--- src/rtl/mem_access_unit.sv ---
// MEM-stage controller: runs the req/ack data-memory handshake, stalls upstream while an
// access is outstanding, resolves branches and owns the MEM/WB pipeline register.
module mem_access_unit #(
    parameter int MAX_WAIT = 15
) (
    input  logic        clk,
    input  logic        reset,
    input  logic [63:0] ex_pc_sum,
    input  logic [63:0] ex_alu_result,
    input  logic [63:0] ex_store_data,
    input  logic        ex_branch,
    input  logic        ex_zero,
    input  logic        ex_mem_read,
    input  logic        ex_mem_write,
    input  logic        ex_mem_to_reg,
    input  logic        ex_reg_write,
    input  logic [4:0]  ex_rd,
    output logic        dmem_req,
    output logic        dmem_we,
    output logic [63:0] dmem_addr,
    output logic [63:0] dmem_wdata,
    input  logic        dmem_ack,
    input  logic [63:0] dmem_rdata,
    output logic        stall,
    output logic        pc_src,
    output logic [63:0] branch_target,
    output logic [63:0] wb_alu_result,
    output logic [63:0] wb_read_data,
    output logic [4:0]  wb_rd,
    output logic        wb_reg_write,
    output logic        wb_mem_to_reg,
    output logic        timeout_err
);
    // state  | meaning
    // IDLE   | no access outstanding; non-memory ops pass straight to MEM/WB
    // ACCESS | request on the bus, waiting for ack or the MAX_WAIT abort
    localparam int CW = $clog2(MAX_WAIT + 1);

    typedef enum logic {S_IDLE, S_ACCESS} state_t;

    state_t          r_state;
    state_t          w_next;
    logic [CW-1:0]   r_cnt;
    logic            w_mem_op;
    logic            w_cnt_last;
    logic            w_start;
    logic            w_finish;
    logic            w_abort;
    logic            w_wb_load;

    assign w_mem_op      = ex_mem_read | ex_mem_write;
    assign w_cnt_last    = (r_cnt == CW'(MAX_WAIT - 1));
    assign pc_src        = ex_branch & ex_zero & ~stall;
    assign branch_target = ex_pc_sum;

    always_ff @(posedge clk or posedge reset) begin
        if (reset) r_state <= S_IDLE;
        else       r_state <= w_next;
    end

    always_comb begin
        w_next = r_state;
        case (r_state)
            S_IDLE:   if (w_mem_op)               w_next = S_ACCESS;
            S_ACCESS: if (dmem_ack || w_cnt_last) w_next = S_IDLE;
            default:                              w_next = S_IDLE;
        endcase
    end

    // ack wins over abort when both land on the last wait cycle
    always_comb begin
        stall     = 1'b0;
        w_start   = 1'b0;
        w_finish  = 1'b0;
        w_abort   = 1'b0;
        w_wb_load = 1'b0;
        case (r_state)
            S_IDLE: begin
                if (w_mem_op) begin
                    stall   = 1'b1;
                    w_start = 1'b1;
                end else begin
                    w_wb_load = 1'b1;
                end
            end
            S_ACCESS: begin
                if (dmem_ack) begin
                    w_finish  = 1'b1;
                    w_wb_load = 1'b1;
                end else if (w_cnt_last) begin
                    w_finish  = 1'b1;
                    w_abort   = 1'b1;
                    w_wb_load = 1'b1;
                end else begin
                    stall = 1'b1;
                end
            end
            default: ;
        endcase
    end

    always_ff @(posedge clk or posedge reset) begin
        if (reset) begin
            dmem_req      <= 1'b0;
            dmem_we       <= 1'b0;
            dmem_addr     <= '0;
            dmem_wdata    <= '0;
            r_cnt         <= '0;
            timeout_err   <= 1'b0;
            wb_alu_result <= '0;
            wb_read_data  <= '0;
            wb_rd         <= '0;
            wb_reg_write  <= 1'b0;
            wb_mem_to_reg <= 1'b0;
        end else begin
            if (w_start) begin
                dmem_req   <= 1'b1;
                dmem_we    <= ex_mem_write;
                dmem_addr  <= ex_alu_result;
                dmem_wdata <= ex_store_data;
                r_cnt      <= '0;
            end else if (w_finish) begin
                dmem_req <= 1'b0;
            end else if (r_state == S_ACCESS && !w_cnt_last) begin
                r_cnt <= r_cnt + 1'b1;
            end

            if (w_abort) timeout_err <= 1'b1;

            if (w_wb_load) begin
                wb_alu_result <= ex_alu_result;
                wb_rd         <= ex_rd;
                wb_reg_write  <= ex_reg_write;
                wb_mem_to_reg <= ex_mem_to_reg;
                wb_read_data  <= (r_state == S_ACCESS && dmem_ack && !dmem_we) ? dmem_rdata : '0;
            end else begin
                wb_alu_result <= '0;
                wb_rd         <= '0;
                wb_reg_write  <= 1'b0;
                wb_mem_to_reg <= 1'b0;
                wb_read_data  <= '0;
            end
        end
    end
endmodule

--- config.mk ---
export PLATFORM = sky130hd
export DESIGN_NAME = mem_access_unit
export DESIGN_NICKNAME = d
export VERILOG_FILES = /design/src/rtl/mem_access_unit.sv
export SDC_FILE = /design/constraint.sdc
export NUM_CORES = 1
export LEC_CHECK = 0
export CAP_MARGIN = 10
export CORE_AREA = 10 10 229 231
export CTS_CLUSTER_SIZE = 40
export DETAILED_ROUTE_END_ITERATION = 10
export DIE_AREA = 0 0 239 241
export PLACE_DENSITY_LB_ADDON = 0.3
export SYNTH_ARGS = -nofsm -noshare
export SYNTH_HDL_FRONTEND = slang
export SYNTH_SLANG_ARGS = --single-unit
--- constraint.sdc ---
create_clock -name clk -period 8.16 [get_ports clk]
set_clock_uncertainty 0.1 [all_clocks]
set_input_delay 1.224 -clock clk [delete_from_list [all_inputs] [get_ports clk]]
set_output_delay 1.224 -clock clk [all_outputs]
set_load 0.005 [all_outputs]
==> impl_metrics.py <==
metrics = {
    "detailed_routing": {
        "drtPass1Iterations": 4,
        "drt_iter0_drc": 320,
        "drt_drc_violations_left": 0,
        "wire_per_inst_um": 18.8,
        "postRouteAntennaNets": 0,
        "vias_per_cell": 3.85,
        "vias": 7619,
        "routed_wl_um": 37300,
    },
    "finish": {
        "final_cell_mix": "473 x clkdlybuf4s50_1, 388 x nand2_1, 271 x dfrtp_1",
        "layout-drive-gt1-share_pct": 5.20,
        "final_cell_count_no_fill": 1980,
        "nNetsFinal": 1612,
        "synthToLayoutAreaGrowth_pct": 60.6,
        "antenna-diode-count": 0,
        "final_common_cell": "clkdlybuf4s50_1",
        "design_area_um2": 16000,
    },
    "timing": {
        "tns_ns": 0,
        "final_max_slew_viol_count": 0,
        "setup_violations": 0,
        "finalHoldViolations": 0,
        "slew_headroom_pct": 34.8,
        "fin_crit_sh_pct": 60.6,
        "min_period_ns": 4.95,
        "worstMarginPinSlew_ns": 0.979,
        "rsz0062_at_grt": "false",
        "max_freq_ghz": 0.202,
    },
    "logic_synthesis": {
        "async_reset_ff_share_pct": 100,
        "synth.avg_cell_area_um2": 10.8,
        "synth-warning-count": 0,
        "synthesis.area_um2": 9990,
        "seq_area_frac_synth_pct": 67.9,
        "synthFlopType": "dfrtp_1",
        "synth_top_area_share_pct": 67.9,
        "synth_edf_count": 0,
        "synth_cell_type_count": 26,
        "syn_inst": 928,
        "ys_seq_elements": 271,
        "syn_nets": 1200,
        "post-synth-top-area-cell": "dfrtp_1",
        "synthTopCellsByArea": "dfrtp_1 68%, nand2_1 15%, and2_1 8.5%",
    },
    "cts": {
        "path_clk_slew_ns": 0.06,
        "cts_hold_buffers": 0,
        "cts_tree": "done",
        "cts-htree-levels": 2,
        "cts.sinks": 271,
        "cts_buffers": 34,
        "ctsRootBufferMaster": "clkbuf_16",
        "cts_resized": 0,
        "clock_path_buffers": 3,
        "clk-insertion-delay-late_ns": 0.53,
        "post-cts-setup-buffers": 0,
    },
    "setup_path": {
        "slowest_delay_ns": 0.57,
        "worstSetupPathDepth": 6,
        "crit_end": "stall",
        "cp.required_ns": 6.84,
        "critPathLaunchType": "input pin",
        "worstSetupEndpointType": "primary output",
        "critPathLaunch": "ex_mem_write",
        "r2r_setup_slack_ns": 5.56,
        "path_cells": "clkdlybuf4s50_1, o21ba_4, buf_4, a21oi_4, inv_1, clkdlybuf4s50_1",
        "critPathMaxFanout": 58,
        "reg2reg_to": "dmem_addr[59]",
        "cp_data_arrival_time_ns": 3.62,
        "crit_buf_inv": 4,
        "worst_path_dominant_cell_family": "buffers and inverters",
        "r2r-start": "r_state",
        "crit_type": "in -> out",
        "reg2regPathDepth": 5,
        "path_common_cell": "clkdlybuf4s50_1",
        "worst_path_max_delay_cell": "a21oi_4",
    },
    "grt": {
        "first_global_vias": 8213,
        "grt.total_usage_pct": 12.5,
        "use_met3_pct": 6.13,
        "top_usage_layer": "met2",
        "grt_use_met2_pct": 22.1,
        "overflow": 0,
        "grt_pass1_wl_um": 54300,
        "antenna_found_initial": 1,
        "met1_usage_pct": 12.8,
        "grt_max_degree": 151,
    },
    "placed_design": {
        "placed_cell_area_um2": 14900,
        "dpl.cell_count": 1919,
        "gp_congestion": 0.709,
        "place_hpwl_um": 27600,
        "io_buffers": 473,
    },
    "die": {
        "die-area_um2": 57600,
        "initial_utilization_pct": 21.0,
        "die_x_um": 239,
        "rows": 80,
        "fp.coreArea_um2": 47500,
        "die_h_um": 241,
        "ios": 602,
    },
    "hold_path": {
        "hold_path_class": "reg -> reg",
    },
    "power": {
        "p_leak_nw": 7.46,
        "p_per_area_nw_per_um2": 291,
        "irDropWorstVdd_v": 0.000164,
    },
    "outcome": {
        "status": "completed",
    },
    "flow_run": {
        "cap_violations": 0,
    },
}
## metrics by stage
| stage | total power, mW | utilization, % | hold WS (ns) | setup WS, ns |
|---|---|---|---|---|
| 2_1_floorplan | 2.26 | - | 0.351 | 3.25 |
| 3_3_place_gp | 3.17 | 31.3 | 0.343 | 3.12 |
| 3_5_place_dp | 3.19 | 31.3 | 0.355 | 3.14 |
| 4_1_cts | 4.78 | 33.7 | 0.367 | 3.12 |
| 5_1_grt | 4.95 | 33.7 | 0.377 | 3.03 |
| 6_report | 4.66 | 33.7 | 0.361 | 3.21 |
## worst register-to-register path, stage by stage (launching register included)
cell and delay, ns:
dfrtp_1 0.45, o21bai_4 0.35, buf_4 0.60, buf_4 0.74, nand2_1 0.18, nand2_1 0.10
## cells in the mapped netlist (2+ instances only)
cell,instances
nand2_1,388
dfrtp_1,271
and2_1,135
buf_4,74
buf_2,14
clkbuf_1,10
clkbuf_2,7
inv_1,4
nand3_1,4
o21ai_0,3
and3_1,2
ha_1,2
## layer usage
layer	wire [um]	part of all wire, %
met1	13000	35
met4	947	2.5
met2	19100	51
met3	4170	11
met5	12	0.032
## kinds of logic (layout without fill, tap and decap cells)
group / after synthesis / count (layout) / synth area share (%)
simple gates: 533 / 533 / 23.6
flops: 271 / 271 / 67.9
buf+inv: 110 / 547 / 7.25
compound gates: 10 / 10 / 0.802
fa+ha+maj: 2 / 2 / 0.250
mux: 2 / 2 / 0.213
## power by group
group | internal [mW] | leakage (nW) | switching (mW)
logic | 0.747 | 3.42 | 0.572
registers | 1.65 | 3.47 | 0.147
clock network | 0.947 | 0.570 | 0.597
total | 3.35 | 7.46 | 1.32
## how the worst min path moves through the flow
stage / startpoint / end / depth (start not counted)
2_1_floorplan: timeout_err / timeout_err / 1
3_3_place_gp: timeout_err / timeout_err / 1
3_5_place_dp: timeout_err / timeout_err / 1
4_1_cts: timeout_err / timeout_err / 1
5_1_grt: timeout_err / timeout_err / 1
6_report: timeout_err / timeout_err / 1
## area by class of cell
type | instances | area (um2)
inverter | 4 | 18.8
fill | 4836 | 31500
multi-input combinational | 547 | 2510
clock buffer | 47 | 991
sequential | 271 | 6780
clock inverter | 14 | 159
timing repair buffer | 482 | 4810
tap | 615 | 769
Note: power is estimated with default switching activity, not from simulation.
==> edit, RTL diff (same flow settings) <==
Make the reset (`reset`) synchronous in 2 clocked blocks.
--- a/src/rtl/mem_access_unit.sv
+++ b/src/rtl/mem_access_unit.sv
@@ -54,5 +54,5 @@
     assign branch_target = ex_pc_sum;
 
-    always_ff @(posedge clk or posedge reset) begin
+    always_ff @(posedge clk) begin
         if (reset) r_state <= S_IDLE;
         else       r_state <= w_next;
@@ -100,5 +100,5 @@
     end
 
-    always_ff @(posedge clk or posedge reset) begin
+    always_ff @(posedge clk) begin
         if (reset) begin
             dmem_req      <= 1'b0;
Function: differs if reset is asserted again (counterexample within 4 cycles, from zero or initial values and one cycle with reset high); with reset held inactive, the same outputs for 4 cycles.
==> edit against the unedited design <==
  * Sequential cell count unchanged
  * Non-clock buffer count down 3
  * Setup slack better by 0.25 ns
  * Wire length down 7.2%
  * Area after synthesis down 11%
  * Final area down 7.8%
Power is not compared: it rests on default switching activity, and its combinational part moved more than twofold at a synthesized area within 25%.
==> edit: results (changes against the unedited design) <==
Synthesis
  – Biggest area contributors in the synthesized netlist: sky130_fd_sc_hd__dfxtp_1 (61%), sky130_fd_sc_hd__nand2_1 (11%), sky130_fd_sc_hd__and2_1 (9.5%) (was sky130_fd_sc_hd__dfrtp_1 (68%), sky130_fd_sc_hd__nand2_1 (15%), sky130_fd_sc_hd__and2_1 (8.5%))
  – Most common flop cell mapped by yosys: sky130_fd_sc_hd__dfxtp_1 (was sky130_fd_sc_hd__dfrtp_1)
  – Number of library cell types mapped by synthesis: 30 (was 26)
  – Sequential-to-total area share from yosys stat: 0.612 (was 0.679)
  – Share of async-settable or async-resettable flops after synthesis: 0 (was 1.00)

Run status
  – Run status: finished clean (unchanged)

Worst setup path
  – Worst reg2reg startpoint: r_cnt[0] (was r_state)
  – Cell type of the slowest stage on the worst timing path: sky130_fd_sc_hd__clkdlybuf4s50_1 (was sky130_fd_sc_hd__a21oi_4)
  – Path depth of the worst reg2reg path: 6 (was 5)
  – Stage delay of the slowest cell on the critical path: 0.63 ns (was 0.57 ns)
  – Reg-to-Reg End: wb_alu_result[19] (was dmem_addr[59])
  – Flop-to-flop setup slack: 5.48 ns (was 5.56 ns)

STA
  – Slack of the critical path: 3.46 ns (was 3.21 ns)
  – Worst Hold Slack: 0.351 ns (was 0.361 ns)

Cells and area
  – Count of fill cells added during filler insertion: 4971 (was 4836)
  – Final standard cell count with taps included and fillers excluded: 1973 (was 1980)

Place
  – Post-placement worst setup slack: 3.18 ns (was 3.14 ns)
  – Placed cell count: 1922 (was 1919)
  – Routability cong.: 0.717 (was 0.709)

Global route
  – Pin count of the biggest net entering global routing: 90 (was 151)
  – Global-route wire length before repair: 50200 um (was 54300 um)
  – GR Util All Layers: 0.113 (was 0.125)
  – Met2 Resource Use GR: 0.198 (was 0.221)
  – Vias in the first global route: 7744 (was 8213)

Clock tree
  – H-Tree Level Count: 1 (was 2)

Drt
  – Total met2 wirelength after detailed routing: 17100 um (was 19100 um)
  – Routed met3 length: 3360 um (was 4170 um)
edit: changes by cell type in the layout (fill, tap and decap cells not counted), moves of 3 or more:
cell and change:
sky130_fd_sc_hd__dfrtp_1 -271, sky130_fd_sc_hd__dfxtp_1 +271, sky130_fd_sc_hd__a21oi_1 +132, sky130_fd_sc_hd__nand2_1 -129, sky130_fd_sc_hd__bufinv_16 +5, sky130_fd_sc_hd__clkbuf_8 -5, sky130_fd_sc_hd__clkbuf_16 -4, sky130_fd_sc_hd__clkinv_2 -4
sky130_fd_sc_hd__nor2_1 +3
edit: cell type report:
cell class	count	area share
flip-flops and latches	271	0.367
repair buffers	479	0.323
multi-input cells	555	0.184
clock buffers	40	0.0561
well taps	615	0.0520
clock inverters	11	0.0173
inverters	2	0.000508
edit: how the worst min path moves through the flow:
stage | cells past startpoint | from | to
floorplan | 2 | dmem_addr[0] | dmem_addr[0]
global placement | 2 | dmem_addr[15] | dmem_addr[15]
detailed placement | 2 | dmem_wdata[29] | dmem_wdata[29]
CTS | 2 | dmem_addr[14] | dmem_addr[14]
global route | 2 | dmem_wdata[29] | dmem_wdata[29]
finish | 2 | dmem_addr[16] | dmem_addr[16]
edit: kinds of logic (layout without fill, tap and decap cells):
logic type | Yosys count | in the layout | share of synthesized area
AO/OA/AOI/OAI | 142 | 142 | 0.0842
adder cells (fa/ha/maj) | 2 | 2 | 0.00282
buffers and inverters | 123 | 532 | 0.0819
flip-flops | 271 | 271 | 0.612
multiplexers | 2 | 2 | 0.00240
AND/OR/NAND/NOR | 409 | 409 | 0.216
edit: power by group through the flow:
stage,logic (uW),registers (uW),clock network (uW)
floorplan,149,1460,0
global placement,434,1460,0
detailed placement,436,1460,0
CTS,438,1430,1570
global route,465,1440,1610
finish,424,1430,1510
